`config.mk`:
```
export PLATFORM = sky130hd
export DESIGN_NAME = reg_file_wb
export DESIGN_NICKNAME = d
export VERILOG_FILES = /design/src/rtl/reg_file_wb.sv
export SDC_FILE = /design/constraint.sdc
export NUM_CORES = 2
export LEC_CHECK = 0
export CELL_PAD_IN_SITES_DETAIL_PLACEMENT = 0
export CELL_PAD_IN_SITES_GLOBAL_PLACEMENT = 1
export CORE_MARGIN = 2
export CORE_UTILIZATION = 30
export CTS_CLUSTER_DIAMETER = 30
export CTS_CLUSTER_SIZE = 8
export DETAILED_ROUTE_END_ITERATION = 8
export PLACE_DENSITY_LB_ADDON = 0.1
export SYNTH_ARGS = -nofsm -noshare
export SYNTH_HDL_FRONTEND = slang
export SYNTH_SLANG_ARGS = --single-unit
export TNS_END_PERCENT = 30
```
`constraint.sdc`:
```
create_clock -name clk_i -period 5.8 [get_ports clk_i]
set_clock_uncertainty 0.05 [all_clocks]
set_input_delay 0.87 -clock clk_i [delete_from_list [all_inputs] [get_ports clk_i]]
set_output_delay 0.87 -clock clk_i [all_outputs]
set_load 0.02 [all_outputs]
```
`src/rtl/reg_file_wb.sv`:
```
// Writeback-side register file: two registered read ports,
// write-first bypass, r0 hard-wired to zero.
module reg_file_wb #(
    parameter int DATA_WIDTH = 32,
    parameter int ADDR_WIDTH = 5
) (
    input  logic                  clk_i,
    input  logic                  rst_n_i,
    input  logic                  reg_write_ctrl_i,
    input  logic [ADDR_WIDTH-1:0] reg_write_addr_i,
    input  logic [DATA_WIDTH-1:0] reg_write_data_i,
    input  logic [ADDR_WIDTH-1:0] rs_addr_i,
    input  logic [ADDR_WIDTH-1:0] rt_addr_i,
    input  logic                  stall_ctrl_i,
    output logic [DATA_WIDTH-1:0] rs_data_o,
    output logic [DATA_WIDTH-1:0] rt_data_o
);

    localparam int DEPTH = 2 ** ADDR_WIDTH;

    logic [DATA_WIDTH-1:0] regs [DEPTH];
    logic                  wr_en;
    logic                  rs_zero;
    logic                  rt_zero;
    logic                  rs_hit;
    logic                  rt_hit;
    logic [DATA_WIDTH-1:0] rs_next;
    logic [DATA_WIDTH-1:0] rt_next;

    assign wr_en   = reg_write_ctrl_i && (reg_write_addr_i != '0);
    assign rs_zero = (rs_addr_i == '0);
    assign rt_zero = (rt_addr_i == '0);
    assign rs_hit  = wr_en && (reg_write_addr_i == rs_addr_i);
    assign rt_hit  = wr_en && (reg_write_addr_i == rt_addr_i);

    // Writes retire regardless of stall; entry 0 is never written.
    always_ff @(posedge clk_i) begin
        if (!rst_n_i) begin
            for (int i = 0; i < DEPTH; i++) begin
                regs[i] <= '0;
            end
        end else if (wr_en) begin
            regs[reg_write_addr_i] <= reg_write_data_i;
        end
    end

    // rs/rt_hit already exclude address 0, so the arms are exclusive.
    always_comb begin
        rs_next = '0;
        unique case (1'b1)
            rs_zero: rs_next = '0;
            rs_hit:  rs_next = reg_write_data_i;
            default: rs_next = regs[rs_addr_i];
        endcase
    end

    always_comb begin
        rt_next = '0;
        unique case (1'b1)
            rt_zero: rt_next = '0;
            rt_hit:  rt_next = reg_write_data_i;
            default: rt_next = regs[rt_addr_i];
        endcase
    end

    always_ff @(posedge clk_i) begin
        if (!rst_n_i) begin
            rs_data_o <= '0;
            rt_data_o <= '0;
        end else if (!stall_ctrl_i) begin
            rs_data_o <= rs_next;
            rt_data_o <= rt_next;
        end
    end

endmodule

```
=== Yosys cells after proc, flatten, opt, wreduce, memory -nomap -nowiden ===
Memory sizes are Yosys's and may differ from the RTL's.
Cells that the tools add are included.

* $add $sub $neg: 0
* $mul: 0
* Divide/modulo/power cells: 0
* Order comparisons: 0
* Eq/ne operators: 2
* Shift-type cells: 0
* Multiplexer cells: 9
* Bitwise gates (word level): 0
* Reductions and logical operators: 7

{| class="wikitable"
|+ Operators with widths
! cell !! count
|-
| 32-bit case mux with 2 select lines || 2
|-
| 32-bit 2-to-1 mux || 1
|-
| 32-bit OR reduction || 1
|-
| 5-bit equality test || 2
|-
| 5-bit logical NOT || 2
|-
| 1-bit 2-to-1 mux || 5
|-
| 5-bit 2-to-1 mux || 1
|-
| 5-bit nonzero test || 1
|-
| 1-bit logical AND || 3
|}

* Flip-flop bits (word level): 64
* Bits in latches: 0
* RAM bits: 1024
* Bits in read-only memories: 0
* Input port bits: 51
* Output and inout bits: 64
* Word-level logic and storage cells: 21
* Memories: 1

{| class="wikitable"
|+ Memory list
! name !! words !! bits a word !! rd ports !! clocked after Yosys merged registers in !! write ports !! RTL line !! text
|-
| regs || 32 || 32 || 2 || 0 || 32 || 21 || <nowiki>logic [DATA_WIDTH-1:0] regs [DEPTH];</nowiki>
|}

=== Logic depth before layout (Yosys ltp) ===
* Depth after elaboration: 7
* Mapped depth: 10
* Gate-level depth less buffers: 5

=== Worst setup path after synthesis ===
OpenSTA, ideal clock, no wires.

* Kind: input -> register
* Start: in reg_write_addr_i[4]
* End: mem regs[24][0] (enable)
* Library setup time: 466 ps
* Arrival: 4124 ps
* Required time: 5284 ps
* Slack: 1161 ps
* Cell stages on the path: 6
* Path buffers: 3
* Path through: clkbuf_1 or3_1 buf_2 nand3b_1 clkbuf_1 o21ai_0

{| class="wikitable"
|+ RTL lines
! item !! RTL line !! text
|-
| start: declaration || 10 || <nowiki>input logic [ADDR_WIDTH-1:0] reg_write_addr_i,</nowiki>
|-
| end: declaration || 21 ||
|}

=== Worst setup path after layout ===
* Start: in reg_write_addr_i[2]
* End: reg rt_data_o[18]

* Cells in the longest elaborated chain, start to end: 4
* Elaborated cells between the ends (all ways): 5
* Those cells by class: eq/ne (1); mux (1); reduce/logical (3)

{| class="wikitable"
|+ Ends and longest elaborated chain
! item !! RTL line !! text
|-
| 5-bit nonzero test || 30 || <nowiki>assign wr_en = reg_write_ctrl_i && (reg_write_addr_i != '0);</nowiki>
|-
| 1-bit logical AND || 30 ||
|-
| 1-bit logical AND (*) || 34 || <nowiki>assign rt_hit = wr_en && (reg_write_addr_i == rt_addr_i);</nowiki>
|-
| 32-bit case mux with 2 select lines (*) || 59 || <nowiki>unique case (1'b1)</nowiki>
|-
| end signal: assignment || 72 || <nowiki>rt_data_o <= rt_next;</nowiki>
|-
| end: declaration || 16 || <nowiki>output logic [DATA_WIDTH-1:0] rt_data_o</nowiki>
|}

Mark *: on every way between the ends. The rest lies on a longest branch, timed or not.
A chain may end at the register's enable or synchronous reset.

==> results.cfg <==
[run_status]
status = finished, final reports clean

[sta]
finalCritPeriodShare = 0.6329
final_critical_path_setup_slack_ps = 2129
max-slew-margin-rel = 0.1590
layout_min_cycle_time_ps = 3671
setup_total_negative_slack_ps = 0
final.hold.worst_slack_ps = 433.9
timing_hold_violations_final = 0
setup_viol_count_final = 0
final_max_slew_viol_count = 0
rsz0062_at_grt = false
timing_worst_slew_pin_value_ps = 1259
achievable-frequency_ghz = 0.2724

[logic_synthesis]
post_synth.cell_area_avg_um2 = 15.14
synth_cells = 3763
synth_warnings = 0
synthDistinctLibCells = 50
share_of_synthesized_flip_flops_with_an_asynchronous_set_or_reset = 0
netlist_area_mm2 = 0.05699
synth_seq_area_share = 0.5621
synth_seq_cells = 1088
synth_ff_type = sky130_fd_sc_hd__edfxtp_1
number_of_enable_type_register_cells_in_the_synthesized_netlist = 1024

[route]
routed_wire_length_per_instance_um = 33.65
drc_errors = 0
drtIter0Drc = 3103
wirelength_um = 226900
vias_per_cell = 5.366
route.vias.total = 36180
detail-route-antenna-nets = 0
drt_first_pass_iters = 8

[setup_path]
endpoint_kind = flip-flop
timing.reg2reg.setup_slack_ps = 3550
critical_path.n_buffers_inverters = 2
worst_path_largest_cell_delay_ps = 750
worst_path_class_setup = in -> reg
critical_path.cell_chain = clkdlybuf4s50_1 -> or3_1 -> o31a_1 -> a31oi_4 -> buf_4 -> o21ai_0 -> a31oi_1
cell_family_with_most_cp_delay = compound AO/OA/AOI/OAI gates
critical-path-slowest-cell = sky130_fd_sc_hd__or3_1
worst_setup_path_start_kind = input port
critPathArrivalTime_ps = 4420
peak_fanout_along_the_critical_path = 19
worstPathRequired_ps = 6550

[power_and_ir_drop]
vdd_ir_drop_max_mv = 0.2497
comb_power_share = 0.082
switching_power_mw = 6.796
clock_power_share = 0.597
power.leakage_nw = 25.54
power_switching_share = 0.2333
proportion_of_power_drawn_by_flip_flops_and_latches = 0.322
pwr_density_cell_mw_per_mm2 = 401.9
internal_power_mw = 22.33

[grt]
via_count_of_the_first_global_routing_pass = 37560
grt_antenna_before_repair = 16
globalRoute.totalOverflow = 0
largest_net_degree_at_the_start_of_global_routing = 90
globalRouteTotalUtil = 0.2346
wire_length_of_the_first_global_routing_pass_um = 314400

[place]
gpl.final_weighted_congestion = 0.7828
dpl_worst_slack_ps = 1241
placedCellCount = 6146
detailed_place_hpwl_um = 133700
placement.cell_area_mm2 = 0.06175
portBuffers = 114

[clock_network]
clock_insertion_delay_worst_skew_ps = 910
clkSlewWorstSetupHoldPaths_ps = 40
cts_resized = 0
cts-buffers-inserted = 333
clock_sink_count = 1088
post-cts-setup-buffers = 0
cts_buffer_depth = 4
cts-root-buf = sky130_fd_sc_hd__clkbuf_16
cts_hold_buffers = 0
tritoncts = done
htreeDepth = 5

[run]
maxCapViolations = 0

[floorplanning]
row_count = 159
ioPinCount = 115
floorplan.die_area_mm2 = 0.1935
initial_standard_cell_utilization_of_the_core = 0.3028
die_h_um = 439.8
floorplan.core_area_mm2 = 0.1882
dieWidth_um = 439.8

[finish]
layout-drive-gt1-share = 0.2926
syn_to_final_growth_pct = 27.17
final_net_count = 4037
finish.instance_area_mm2 = 0.07247
fin_cells = 6742

[min_path]
hold_class = reg -> reg
## worst paths after layout
| kind | end | depth (start not counted) | start |
|---|---|---|---|
| max | rt_data_o[18]$_SDFFE_PN0N_ | 7 | reg_write_addr_i[2] |
| min | rs_data_o[2]$_SDFFE_PN0N_ | 2 | rs_data_o[2]$_SDFFE_PN0N_ |
| max reg2reg | rt_data_o[8]$_SDFFE_PN0N_ | 5 | regs[20][8]$_SDFFCE_PN0P_ |
| min reg2reg | rs_data_o[2]$_SDFFE_PN0N_ | 2 | rs_data_o[2]$_SDFFE_PN0N_ |
## cell usage after synthesis, types with 3 or more instances
cell,n,share of area
sky130_fd_sc_hd__dfxtp_1,64,0.022
sky130_fd_sc_hd__a221oi_1,4,0.00061
sky130_fd_sc_hd__nand3b_1,4,0.00053
sky130_fd_sc_hd__or4b_1,31,0.0054
sky130_fd_sc_hd__o21ai_0,95,0.0083
sky130_fd_sc_hd__xor2_1,5,0.00077
sky130_fd_sc_hd__a211o_1,3,0.00046
sky130_fd_sc_hd__buf_1,16,0.0011
sky130_fd_sc_hd__nand2_1,7,0.00046
sky130_fd_sc_hd__a21o_1,32,0.0042
sky130_fd_sc_hd__edfxtp_1,1024,0.54
sky130_fd_sc_hd__and2_1,993,0.11
sky130_fd_sc_hd__xnor2_1,5,0.00077
sky130_fd_sc_hd__nor2_1,69,0.0045
sky130_fd_sc_hd__o211ai_1,30,0.0040
sky130_fd_sc_hd__a22oi_1,121,0.016
sky130_fd_sc_hd__mux2_2,3,0.00059
sky130_fd_sc_hd__clkbuf_1,319,0.021
sky130_fd_sc_hd__inv_1,4,0.00026
sky130_fd_sc_hd__mux4_2,513,0.20
sky130_fd_sc_hd__nand3_1,33,0.0029
sky130_fd_sc_hd__a21oi_1,32,0.0028
sky130_fd_sc_hd__a31oi_1,32,0.0035
sky130_fd_sc_hd__buf_2,57,0.0050
sky130_fd_sc_hd__buf_4,21,0.0028
sky130_fd_sc_hd__nor2b_1,5,0.00055
sky130_fd_sc_hd__o211a_1,29,0.0051
sky130_fd_sc_hd__mux2i_1,158,0.028
sky130_fd_sc_hd__nand2b_1,31,0.0034
## cell usage in the layout (no fill, tap or decap), types with 32 or more instances in the layout
master	count
sky130_fd_sc_hd__clkdlybuf4s50_1	101
sky130_fd_sc_hd__nor2_4	35
sky130_fd_sc_hd__dfxtp_1	64
sky130_fd_sc_hd__a21o_1	32
sky130_fd_sc_hd__and2_1	993
sky130_fd_sc_hd__conb_1	32
sky130_fd_sc_hd__a21oi_1	32
sky130_fd_sc_hd__mux2i_1	158
sky130_fd_sc_hd__a22oi_1	121
sky130_fd_sc_hd__bufinv_16	37
sky130_fd_sc_hd__edfxtp_1	1024
sky130_fd_sc_hd__nor2_1	34
sky130_fd_sc_hd__nand3_1	33
sky130_fd_sc_hd__o21ai_0	64
sky130_fd_sc_hd__clkbuf_16	339
sky130_fd_sc_hd__buf_4	140
sky130_fd_sc_hd__mux4_2	513
sky130_fd_sc_hd__clkinv_2	57
sky130_fd_sc_hd__clkinv_1	55
sky130_fd_sc_hd__clkbuf_1	53
## metal layers
layer  vias to the layer above  global-route usage  part of all wire
met5                         -                   0           0.00010
met4                         4             0.07230             0.027
met3                       360             0.03991             0.053
met2                      1292              0.3816              0.48
met1                     19390              0.3201              0.44
li1                      15130                   -                 -
## cells by family after synthesis
group	count (synthesis)	synth area share
buf+inv	419	0.03037
mux	674	0.2311
compound gates	387	0.04648
other cells	1	0.00006581
flops	1088	0.5621
xor+xnor	10	0.001537
simple gates	1184	0.1284
## power by group through the flow
stage,logic (mW),clock network [mW],registers [mW]
3_5_place_dp,2.41,0,9.49
2_1_floorplan,1.36,0,9.41
3_3_place_gp,2.42,0,9.48
6_report,2.38,17.4,9.37
5_1_grt,2.49,18.0,9.41
4_1_cts,2.42,17.6,9.37
## area by class of cell
class | instances | area, um2
clock inverter | 175 | 1822
tap | 2495 | 3122
multi-input combinational | 2287 | 24020
fill | 17490 | 115700
antenna | 16 | 40.04
sequential | 1088 | 32030
inverter | 5 | 21.27
clock buffer | 405 | 8861
timing repair buffer | 271 | 2556
## sequential cells by signal, summed over array words and instances (netlist names)
signal     count
regs        1024
rt_data_o     32
rs_data_o     32
## worst register-to-register path: cells and delay by family, from the launching register on
family | cells | cell delay (ps)
flops | 1 | 460
mux | 2 | 680
compound gates | 2 | 850
simple gates | 1 | 60
## stage by stage
stage / util / power [mW]
after floorplan: - / 10.77
after global placement: 0.3281 / 11.90
after detailed placement: 0.3281 / 11.90
after CTS: 0.3849 / 29.37
after global routing: 0.3849 / 29.92
final: 0.3851 / 29.12
Power figures use the tool's default switching activity.
